--- src/rtl/pc_redirect_ctrl_if.sv ---
// rtl/pc_redirect_ctrl_if.sv - execute/fetch-side signal bundle for the PC redirect controller
// Purpose: groups the branch decision, fetch status and PC/flush results into one port.
// Signals:
//   stall, imem_busy                      pipeline hazard stall and outstanding fetch access
//   branch_valid, branch_type, jump,
//   b_taken, branch_target                execute-stage control-flow decision
//   pc, flush, misalign_err, redirect_cnt controller results
// Modports: master drives decisions and status; slave is the controller.
interface pc_redirect_ctrl_if #(
  parameter int unsigned XLEN  = 32,
  parameter int unsigned CNT_W = 16
);
  logic             stall;
  logic             branch_valid;
  logic [2:0]       branch_type;
  logic             jump;
  logic             b_taken;
  logic [XLEN-1:0]  branch_target;
  logic             imem_busy;
  logic [XLEN-1:0]  pc;
  logic             flush;
  logic             misalign_err;
  logic [CNT_W-1:0] redirect_cnt;

  modport master (
    output stall, branch_valid, branch_type, jump, b_taken, branch_target, imem_busy,
    input  pc, flush, misalign_err, redirect_cnt
  );

  modport slave (
    input  stall, branch_valid, branch_type, jump, b_taken, branch_target, imem_busy,
    output pc, flush, misalign_err, redirect_cnt
  );
endinterface

--- src/rtl/pc_redirect_ctrl.sv ---
// rtl/pc_redirect_ctrl.sv - fetch PC register with branch redirect, deferred load and IF/ID flush
// Purpose: owns the fetch PC, advances it by 4, applies taken branches/jumps as redirects,
//   and holds a redirect aside while instruction memory has an access in flight.
// Ports:
//   clk  in  system clock, rising edge
//   rst  in  asynchronous active-high reset
//   bus  slave modport of pc_redirect_ctrl_if (decision inputs; pc, flush, misalign_err,
//        redirect_cnt outputs)
module pc_redirect_ctrl #(
  parameter int unsigned     XLEN     = 32,
  parameter logic [XLEN-1:0] RESET_PC = '0,
  parameter int unsigned     CNT_W    = 16
) (
  input logic               clk,
  input logic               rst,
  pc_redirect_ctrl_if.slave bus
);
  localparam logic [2:0] BT_NONE = 3'd0;

  typedef enum logic {ST_RUN, ST_HOLD} state_t;

  state_t           state_q, state_d;
  logic [XLEN-1:0]  pc_q, pc_d;
  logic [XLEN-1:0]  pend_q, pend_d;
  logic [CNT_W-1:0] cnt_q;
  logic             take, aligned;
  logic             cnt_inc, flush_c, mis_c;

  assign take    = bus.branch_valid & (bus.jump | ((bus.branch_type != BT_NONE) & bus.b_taken));
  assign aligned = (bus.branch_target[1:0] == 2'b00);

  always_comb begin
    state_d = state_q;
    pc_d    = pc_q;
    pend_d  = pend_q;
    cnt_inc = 1'b0;
    flush_c = 1'b0;
    mis_c   = 1'b0;
    case (state_q)
      ST_RUN: begin
        if (take && aligned) begin
          // Redirect wins over stall; a busy fetch only delays the PC load.
          flush_c = 1'b1;
          cnt_inc = 1'b1;
          if (bus.imem_busy) begin
            pend_d  = bus.branch_target;
            state_d = ST_HOLD;
          end else begin
            pc_d = bus.branch_target;
          end
        end else begin
          // A misaligned taken target is reported and otherwise treated as fall-through.
          mis_c = take;
          if (!bus.stall && !bus.imem_busy) begin
            pc_d = pc_q + XLEN'(4);
          end
        end
      end
      ST_HOLD: begin
        // Everything returning from the in-flight access is wrong-path; execute is also
        // being flushed, so branch_valid and stall are ignored here.
        flush_c = 1'b1;
        if (!bus.imem_busy) begin
          pc_d    = pend_q;
          state_d = ST_RUN;
        end
      end
      default: begin
        state_d = ST_RUN;
      end
    endcase
  end

  always_ff @(posedge clk or posedge rst) begin
    if (rst) begin
      state_q <= ST_RUN;
      pc_q    <= RESET_PC;
      pend_q  <= '0;
      cnt_q   <= '0;
    end else begin
      state_q <= state_d;
      pc_q    <= pc_d;
      pend_q  <= pend_d;
      if (cnt_inc && (cnt_q != {CNT_W{1'b1}})) begin
        cnt_q <= cnt_q + CNT_W'(1);
      end
    end
  end

  // Combinational outputs are forced low while reset is held so inputs cannot leak through.
  assign bus.pc           = pc_q;
  assign bus.flush        = flush_c & ~rst;
  assign bus.misalign_err = mis_c & ~rst;
  assign bus.redirect_cnt = cnt_q;
endmodule
--- src/flat_wrapper.sv ---
// flat-port wrapper written by rule: the top's interface ports become plain ports
module pc_redirect_ctrl_flat 
#(
  parameter int unsigned     XLEN     = 32,
  parameter logic [XLEN-1:0] RESET_PC = '0,
  parameter int unsigned     CNT_W    = 16
)
  (clk, rst, bus_stall, bus_branch_valid, bus_branch_type, bus_jump, bus_b_taken, bus_branch_target, bus_imem_busy, bus_pc, bus_flush, bus_misalign_err, bus_redirect_cnt);
  pc_redirect_ctrl_if #(.XLEN(XLEN), .CNT_W(CNT_W)) bus_i ();
  input logic clk;
  input logic rst;
  input wire logic [$bits(bus_i.stall)-1:0] bus_stall;
  input wire logic [$bits(bus_i.branch_valid)-1:0] bus_branch_valid;
  input wire logic [$bits(bus_i.branch_type)-1:0] bus_branch_type;
  input wire logic [$bits(bus_i.jump)-1:0] bus_jump;
  input wire logic [$bits(bus_i.b_taken)-1:0] bus_b_taken;
  input wire logic [$bits(bus_i.branch_target)-1:0] bus_branch_target;
  input wire logic [$bits(bus_i.imem_busy)-1:0] bus_imem_busy;
  output wire logic [$bits(bus_i.pc)-1:0] bus_pc;
  output wire logic [$bits(bus_i.flush)-1:0] bus_flush;
  output wire logic [$bits(bus_i.misalign_err)-1:0] bus_misalign_err;
  output wire logic [$bits(bus_i.redirect_cnt)-1:0] bus_redirect_cnt;
  assign bus_i.stall = bus_stall;
  assign bus_i.branch_valid = bus_branch_valid;
  assign bus_i.branch_type = bus_branch_type;
  assign bus_i.jump = bus_jump;
  assign bus_i.b_taken = bus_b_taken;
  assign bus_i.branch_target = bus_branch_target;
  assign bus_i.imem_busy = bus_imem_busy;
  assign bus_pc = bus_i.pc;
  assign bus_flush = bus_i.flush;
  assign bus_misalign_err = bus_i.misalign_err;
  assign bus_redirect_cnt = bus_i.redirect_cnt;
  pc_redirect_ctrl #(.XLEN(XLEN), .RESET_PC(RESET_PC), .CNT_W(CNT_W)) u_core (.clk(clk), .rst(rst), .bus(bus_i));
endmodule
--- config.mk ---
export PLATFORM = sky130hd
export DESIGN_NAME = pc_redirect_ctrl_flat
export DESIGN_NICKNAME = d
export VERILOG_FILES = /design/src/rtl/pc_redirect_ctrl_if.sv /design/src/rtl/pc_redirect_ctrl.sv /design/src/flat_wrapper.sv
export SDC_FILE = /design/constraint.sdc
export NUM_CORES = 1
export LEC_CHECK = 0
export BUFFER_PORTS_ARGS = -buffer_cell sky130_fd_sc_hd__clkbuf_2
export CORE_ASPECT_RATIO = 1.2
export CORE_MARGIN = 4
export CORE_UTILIZATION = 59
export DETAILED_ROUTE_END_ITERATION = 7
export MAX_ROUTING_LAYER = met4
export PLACE_DENSITY = 0.9
export SLEW_MARGIN = 30
export SYNTH_ARGS = -nofsm -noshare
export SYNTH_HDL_FRONTEND = slang
export SYNTH_SLANG_ARGS = --single-unit
--- constraint.sdc ---
create_clock -name clk -period 4.7 [get_ports clk]
set_clock_uncertainty 0.15 [all_clocks]
set_input_delay 0.705 -clock clk [delete_from_list [all_inputs] [get_ports clk]]
set_output_delay 0.705 -clock clk [all_outputs]
set_load 0.01 [all_outputs]
Word level (Yosys, flattened, before mapping)
Cells that the tools add are included.
{ "totals": {"ram_bits": 0, "inputBits": 42, "memories": 0, "latch_bits": 0, "register_bits": 81, "mem_bits_ro": 0, "output_inout_bits": 50} }
{ "classes": {"n_mul": 0, "n_reduce_logical": 9, "order_cmp": 0, "addsub": 2, "n_eq_ne": 4, "n_shift": 0, "div_mod_pow": 0, "n_mux": 13, "bitwise": 7} }
{ "op_table": {"columns": ["op", "count"], "rows": [
  ["32-bit 2-to-1 mux", 4],
  ["32-bit case mux with 2 select lines", 1],
  ["32-bit by 3-bit adder with 32-bit output (second input constant)", 1],
  ["16-bit by 1-bit adder with 16-bit output (second input constant)", 1],
  ["16-bit inequality test (second input constant)", 1],
  ["1-bit 2-to-1 mux", 6],
  ["3-bit AND reduction", 2],
  ["1-bit AND", 4],
  ["1-bit case mux with 2 select lines", 2],
  ["1-bit logical AND", 3],
  ["3-bit by 1-bit inequality test with 1-bit output (second input constant)", 1],
  ["3-bit inequality test (second input constant)", 1],
  ["3-bit nonzero test", 1],
  ["1-bit zero test", 2],
  ["2-bit zero test", 1],
  ["2-bit inequality test (second input constant)", 1],
  ["1-bit NOT", 2],
  ["1-bit OR", 1]
]} }

Depth between registers and ports, before layout
Gate-level depths: netlist (run 1).
{ "logic_depth": {"word_depth": 8, "depth_mapped": 8, "ltp_nobuf": 6} }

Least setup slack after synthesis (run 1)
OpenSTA, ideal clock, no wires.
{ "synth_path": {"path_kind": "input -> output", "start": "input port bus_branch_type[1]", "end": "output port bus_flush", "n_path_buf": 3, "setup_slack_ns": 1.765, "arrival_time_ns": 2.080, "stages": 7, "cell_sequence": "or4_1 > clkbuf_1 > and3_1 > buf_2 > buf_2 > nor2_4 > nor2_1"} }
{ "synth_via": {"elab_chain_len": 8} }
{ "synth_lines": {"columns": ["element", "line_no", "source"], "rows": [
  ["start, declared", "flat_wrapper.sv:14", "input wire logic [$bits(bus_i.branch_type)-1:0] bus_branch_type;"],
  ["3-bit nonzero test", "pc_redirect_ctrl.sv:29", "assign take = bus.branch_valid & (bus.jump | ((bus.branch_type != BT_NONE) & bus.b_taken));"],
  ["1-bit AND", "pc_redirect_ctrl.sv:29", null],
  ["1-bit OR", "pc_redirect_ctrl.sv:29", null],
  ["1-bit AND", "pc_redirect_ctrl.sv:29", null],
  ["1-bit logical AND", "pc_redirect_ctrl.sv:41", "if (take && aligned) begin"],
  ["1-bit 2-to-1 mux", "pc_redirect_ctrl.sv:41", null],
  ["1-bit case mux with 2 select lines", "pc_redirect_ctrl.sv:39", "case (state_q)"],
  ["1-bit AND", "pc_redirect_ctrl.sv:92", "assign bus.flush = flush_c & ~rst;"],
  ["end, declared", "flat_wrapper.sv:20", "output wire logic [$bits(bus_i.flush)-1:0] bus_flush;"]
]} }
No other way between the ends.

Final worst setup path (run 1)
Ends and elaborated chain as after synthesis.

==> impl_metrics.json, run 1 <==
{
  "ys.flop_type": "dfrtp_1",
  "ys_ff_latch": 81,
  "synth_nets": 483,
  "path_common_cell": "clkbuf_2",
  "crit_family": "simple AND/OR/NAND/NOR gates",
  "worstMarginPinSlew_ns": 0.946,
  "drc_errors": 0,
  "final_cell_mix": "clkbuf_2 (91), dfrtp_1 (81), o21ai_0 (36)",
  "fp.dieW_microns": 86.1,
  "path_cells": "clkbuf_2 > or4_1 > and3_1 > nor2_4 > nor2_1 > clkbuf_2",
  "reg2regPathDepth": 5,
  "ys_async_sr_fraction_pct": 100,
  "cp.depth": 6,
  "hold_class": "in2async",
  "rsz0062_at_grt": "false",
  "cts_setup_buffers": 0,
  "path_max_fanout": 18,
  "drt_first_pass_iters": 6,
  "cts_tree": "built",
  "grt_overflow": 0,
  "cts_buffers": 9,
  "multi_input_area_sq_mm": 0.00212,
  "numClockSinks": 81,
  "final_core_util_pct": 71.9,
  "critPathRequiredTime_ns": 3.85,
  "finalMaxSlewViolations": 0,
  "nFillCells": 542,
  "antenna_left": 0,
  "diodes": 0,
  "syn_inst": 439,
  "final_cell_count_no_fill": 610,
  "final_hold_viol_count": 0,
  "synth.yosys.seq_area_share_pct": 46.9,
  "relSlewSlack_pct": 37.0,
  "clkLatencyLatePin_ns": 0.36,
  "fin_crit_sh_pct": 69.4,
  "yosys_warnings": 0,
  "power.leakage_uw": 0.00218,
  "grt_pass1_vias": 3885,
  "finalCriticalPeriod_ns": 3.26,
  "slowest_delay_ns": 0.61,
  "crit_path_top_delay_cell": "or4_1",
  "path_buf_inv": 2,
  "drtIter0Drc": 389,
  "grt_usage_pct": 28.1,
  "fmax_mhz": 306,
  "tns_ns": 0,
  "synth_cell_types": 52,
  "start_util_pct": 61.9,
  "dr_total_vias": 3978,
  "post-dp-hpwl_microns": 7880,
  "syn_area_sq_mm": 0.00432,
  "coreArea_sq_mm": 0.00698,
  "grt_max_degree": 42,
  "outcome": "completed",
  "rows": 33,
  "viasPerCell": 6.52,
  "h-tree-depth": 3,
  "hold_buffers": 0,
  "cts_resized": 0,
  "gp_congestion": 0.889,
  "critical_path.endpoint_type": "primary output",
  "die-area_sq_mm": 0.00876,
  "critPathLaunchType": "input port",
  "final_common_cell": "clkbuf_2",
  "grt_pass1_wl_microns": 18800,
  "final_nets": 562,
  "synth_edf_count": 0,
  "place_inst": 594,
  "cts_buffer_depth": 2,
  "routed_wl_microns": 11600,
  "die_h_microns": 102,
  "arrival_ns": 2.41,
  "pre_cts_ws_ns": 1.44,
  "synth.avg_cell_area_sq_um": 9.84,
  "seqCellArea_sq_mm": 0.00203,
  "irDropWorstVdd_uv": 284,
  "io_buffer_count": 91,
  "io_pins": 92,
  "cts-root-buf": "clkbuf_8",
  "area_growth_pct": 16.1,
  "setup_slack_ns": 1.44,
  "pwr_density_cell_mw_per_mm2": 441,
  "drive_gt1_share_pct": 28.9,
  "cap_viol_max_count": 0,
  "crit_type": "in2out",
  "antenna_found_initial": 0,
  "setup_viol": 0,
  "path_clk_slew_ns": 0.08,
  "wl_per_cell_microns": 19.1
}
## final cells by class
cell class / count / area share [%]
well taps: 87 / 2.17
inverters: 13 / 0.998
flip-flops and latches: 81 / 40.4
clock buffers: 11 / 2.82
repair buffers: 95 / 9.68
multi-input cells: 318 / 42.3
clock inverters: 5 / 1.57
## cell usage after synthesis, drive strengths merged, types with 3 or more instances
library cell | n | area [sq um]
and2 | 7 | 43.8
buf | 12 | 67.6
inv | 13 | 48.8
o21ai | 37 | 185
nor3 | 20 | 100
and3 | 7 | 43.8
a31oi | 7 | 43.8
a21oi | 16 | 80.1
or4 | 3 | 26.3
nor2 | 24 | 97.6
a221oi | 7 | 61.3
xor2 | 8 | 70.1
a22o | 7 | 62.6
and4 | 3 | 26.3
o21a | 3 | 22.5
nand3 | 19 | 95.1
o31ai | 3 | 22.5
xnor2 | 7 | 61.3
nand2b | 4 | 25.0
o22ai | 4 | 25.0
o211ai | 4 | 30.0
a22oi | 5 | 37.5
dfrtp | 81 | 2030
nand4 | 17 | 121
nor4 | 12 | 75.1
mux2 | 32 | 360
clkbuf | 15 | 56.3
a211oi | 4 | 30.0
o2bb2ai | 10 | 87.6
nand2 | 28 | 105
## metrics by stage
step	hold slack, ns	total power [uW]	area, sq um
after CTS	0.353	2210	5010
after floorplan	0.304	1400	4320
after global routing	0.367	2330	5010
after detailed placement	0.335	1650	4790
final	0.320	2210	5010
after global placement	0.322	1610	4790
## power by group
| group | internal [uW] | total (uW) | leakage, uW | switching, uW |
|---|---|---|---|---|
| registers | 869 | 1110 | 0.00101 | 238 |
| logic | 257 | 535 | 0.00106 | 278 |
| clock network | 313 | 568 | 0.000113 | 255 |
## registers in the layout, summed over array words and instances (netlist names)
signal	flops
u_core.bus.redirect_cnt	16
u_core.pend_q	32
u_core.state_q	1
u_core.bus.pc	32
## final timing paths
check / start / to / slack (ns)
worst max-delay path: bus_branch_type[1] / bus_flush / 1.44
worst min-delay path: rst / u_core.bus.redirect_cnt[5]$_DFFE_PP0P_ / 0.32
worst max register to register: u_core.bus.pc[2]$_DFFE_PP0P_ / u_core.bus.pc[25]$_DFFE_PP0P_ / 2.25
worst min register to register: u_core.pend_q[18]$_DFFE_PP0P_ / u_core.pend_q[18]$_DFFE_PP0P_ / 0.35
max in group asynchronous: rst / u_core.pend_q[27]$_DFFE_PP0P_ / 3.12
min in group clk: u_core.pend_q[18]$_DFFE_PP0P_ / u_core.pend_q[18]$_DFFE_PP0P_ / 0.35
## routing by layer
metal  track usage (%)  up-vias  part of all wire [%]
met5                 -        -                     0
met4              10.5        0                   1.8
met3              4.96       25                   9.1
met2              44.7      220                    49
met1              36.0     1926                    40
li1                  -     1807                     -
## worst reg2reg max path, stage by stage, from the launching register on
cell and delay (ns):
dfrtp_1 0.53, nand3_1 0.24, or4_4 0.63, or4_1 0.53, o21ai_1 0.16, a22o_2 0.16
## kinds of logic after synthesis
logic type | Yosys count | synth area share [%]
compound gates | 120 | 18.7
xor+xnor | 15 | 3.04
fa+ha+maj | 2 | 0.579
buf+inv | 40 | 4.00
flops | 81 | 46.9
mux | 32 | 8.35
simple gates | 149 | 18.4
No activity file was read; power rests on OpenSTA's default activity.
==> run 2, diff against run 1 <==
--- a/config.mk
+++ b/config.mk
@@ -8,10 +8,10 @@
 export BUFFER_PORTS_ARGS = -buffer_cell sky130_fd_sc_hd__clkbuf_2
 export CORE_ASPECT_RATIO = 1.2
 export CORE_MARGIN = 4
-export CORE_UTILIZATION = 59
+export CORE_UTILIZATION = 55
 export DETAILED_ROUTE_END_ITERATION = 7
 export MAX_ROUTING_LAYER = met4
-export PLACE_DENSITY = 0.9
+export PLACE_DENSITY = 0.85
 export SLEW_MARGIN = 30
 export SYNTH_ARGS = -nofsm -noshare
 export SYNTH_HDL_FRONTEND = slang
==> constraint.sdc (replaced) <==
create_clock -name clk -period 3.35 [get_ports clk]
set_clock_uncertainty 0.15 [all_clocks]
set_input_delay 0.5025 -clock clk [delete_from_list [all_inputs] [get_ports clk]]
set_output_delay 0.5025 -clock clk [all_outputs]
set_load 0.01 [all_outputs]
==> impl_metrics.json, run 2 (same netlist as run 1, synthesis figures left out) <==
{
  "arrival_ns": 2.20,
  "routed_wl_microns": 11600,
  "setup_slack_ns": 0.499,
  "endpoint": "bus_flush",
  "pwr_density_cell_mw_per_mm2": 602,
  "rows": 35,
  "fin_crit_sh_pct": 85.1,
  "gp_congestion": 0.887,
  "cts-root-buf": "clkbuf_8",
  "drc_errors": 0,
  "r2r_end": "u_core.pend_q[3]$_DFFE_PP0P_",
  "final_nets": 567,
  "fmax_mhz": 351,
  "crit_path_top_delay_cell": "or4_1",
  "post-dp-hpwl_microns": 8140,
  "dpl-instance-area_sq_mm": 0.00484,
  "antenna_found_initial": 0,
  "critical_path.endpoint_type": "primary output",
  "io_pins": 92,
  "nFillCells": 617,
  "slowest_delay_ns": 0.62,
  "relSlewSlack_pct": 44.0,
  "crit_start": "bus_branch_type[1]",
  "grt_usage_pct": 26.5,
  "die-area_sq_mm": 0.00934,
  "tns_ns": 0,
  "cts_buffer_depth": 2,
  "critPathRequiredTime_ns": 2.70,
  "cts_tree": "built",
  "setup_viol": 0,
  "cap_viol_max_count": 0,
  "fp.dieW_microns": 88.9,
  "start_util_pct": 56.3,
  "viasPerCell": 6.48,
  "irDropWorstVdd_uv": 452,
  "die_h_microns": 105,
  "hold_class": "in2async",
  "area_growth_pct": 16.7,
  "final_hold_viol_count": 0,
  "wl_per_cell_microns": 18.7,
  "pre_cts_ws_ns": 0.516,
  "path_max_fanout": 18,
  "path_clk_slew_ns": 0.08,
  "finalCriticalPeriod_ns": 2.85,
  "io_buffer_count": 91,
  "cts_resized": 0,
  "antenna_left": 0,
  "drt_first_pass_iters": 7,
  "hold_ws_ns": 0.177,
  "r2r-start": "u_core.state_q$_DFF_PP0_",
  "cts_buffers": 9,
  "hold_buffers": 0,
  "h-tree-depth": 3,
  "rsz0062_at_grt": "false",
  "final_cell_mix": "clkbuf_2 (91), dfrtp_1 (81), o21ai_0 (36)",
  "dr_total_vias": 4016,
  "cts_setup_buffers": 0,
  "path_cells": "clkbuf_2 > or4_1 > and3_1 > nor2_4 > nor2_1 > clkbuf_2",
  "power.leakage_uw": 0.00219,
  "worstMarginPinSlew_ns": 0.839,
  "grt_max_degree": 44,
  "final_common_cell": "clkbuf_2",
  "diodes": 0,
  "crit_type": "in2out",
  "numClockSinks": 81,
  "drive_gt1_share_pct": 29.4,
  "path_common_cell": "clkbuf_2",
  "finalMaxSlewViolations": 0,
  "grt_pass1_vias": 4012,
  "grt_overflow": 0,
  "critPathLaunchType": "input port",
  "outcome": "completed",
  "reg2reg_setup_slack_ns": 0.84,
  "coreArea_sq_mm": 0.00766,
  "drtIter0Drc": 427,
  "grt_pass1_wl_microns": 19000,
  "reg2regPathDepth": 6,
  "stdcell_area_sq_mm": 0.00504,
  "clkLatencyLatePin_ns": 0.35
}
## run 2: final cells by class
type,instances,area [sq um],share of cell area [%]
Multi-Input combinational cell,318,2120,42.0
Sequential cell,81,2030,40.2
Timing Repair Buffer,100,536,10.6
Clock buffer,11,141,2.80
Tap cell,92,115,2.28
Clock inverter,5,55.1,1.09
Inverter,13,48.8,0.968
## run 2: how the worst min path moves through the flow
| stage | cells after the start | slack [ns] | end | start |
|---|---|---|---|---|
| 2_1_floorplan | 1 | 0.30 | u_core.pend_q[0]$_DFFE_PP0P_ | u_core.pend_q[0]$_DFFE_PP0P_ |
| 3_5_place_dp | 1 | 0.33 | u_core.pend_q[1]$_DFFE_PP0P_ | u_core.pend_q[1]$_DFFE_PP0P_ |
| 5_1_grt | 2 | 0.24 | u_core.bus.redirect_cnt[1]$_DFFE_PP0P_ | rst |
| 4_1_cts | 2 | 0.20 | u_core.bus.redirect_cnt[1]$_DFFE_PP0P_ | rst |
| 6_report | 2 | 0.18 | u_core.pend_q[13]$_DFFE_PP0P_ | rst |
| 3_3_place_gp | 1 | 0.32 | u_core.pend_q[1]$_DFFE_PP0P_ | u_core.pend_q[1]$_DFFE_PP0P_ |
## run 2: through the flow
stage               cells  power (uW)  util, %
finish                620        3040     65.8
global route          620        3200     65.8
CTS                   620        3030     65.8
detailed placement    604        2320     63.2
global placement      604        2270     63.2
floorplan             439        1970        -
## run 2: power by group
group          switching, uW  total [uW]  internal (uW)
clock                    354         717            363
combinational            395         760            366
sequential               341        1560           1220
## run 2: critical path, delay by kind of cell
| family | cells | cell delay [ns] |
|---|---|---|
| AND/OR/NAND/NOR | 4 | 1.48 |
| buffers and inverters | 2 | 0.21 |
## run 2: layer usage
layer	vias to the layer above	wire length [microns]	GRT usage [%]
li1	1824	-	-
met1	1916	4670	34.2
met2	226	5510	41.1
met3	50	998	4.50
met4	0	389	10.8
met5	-	0	-
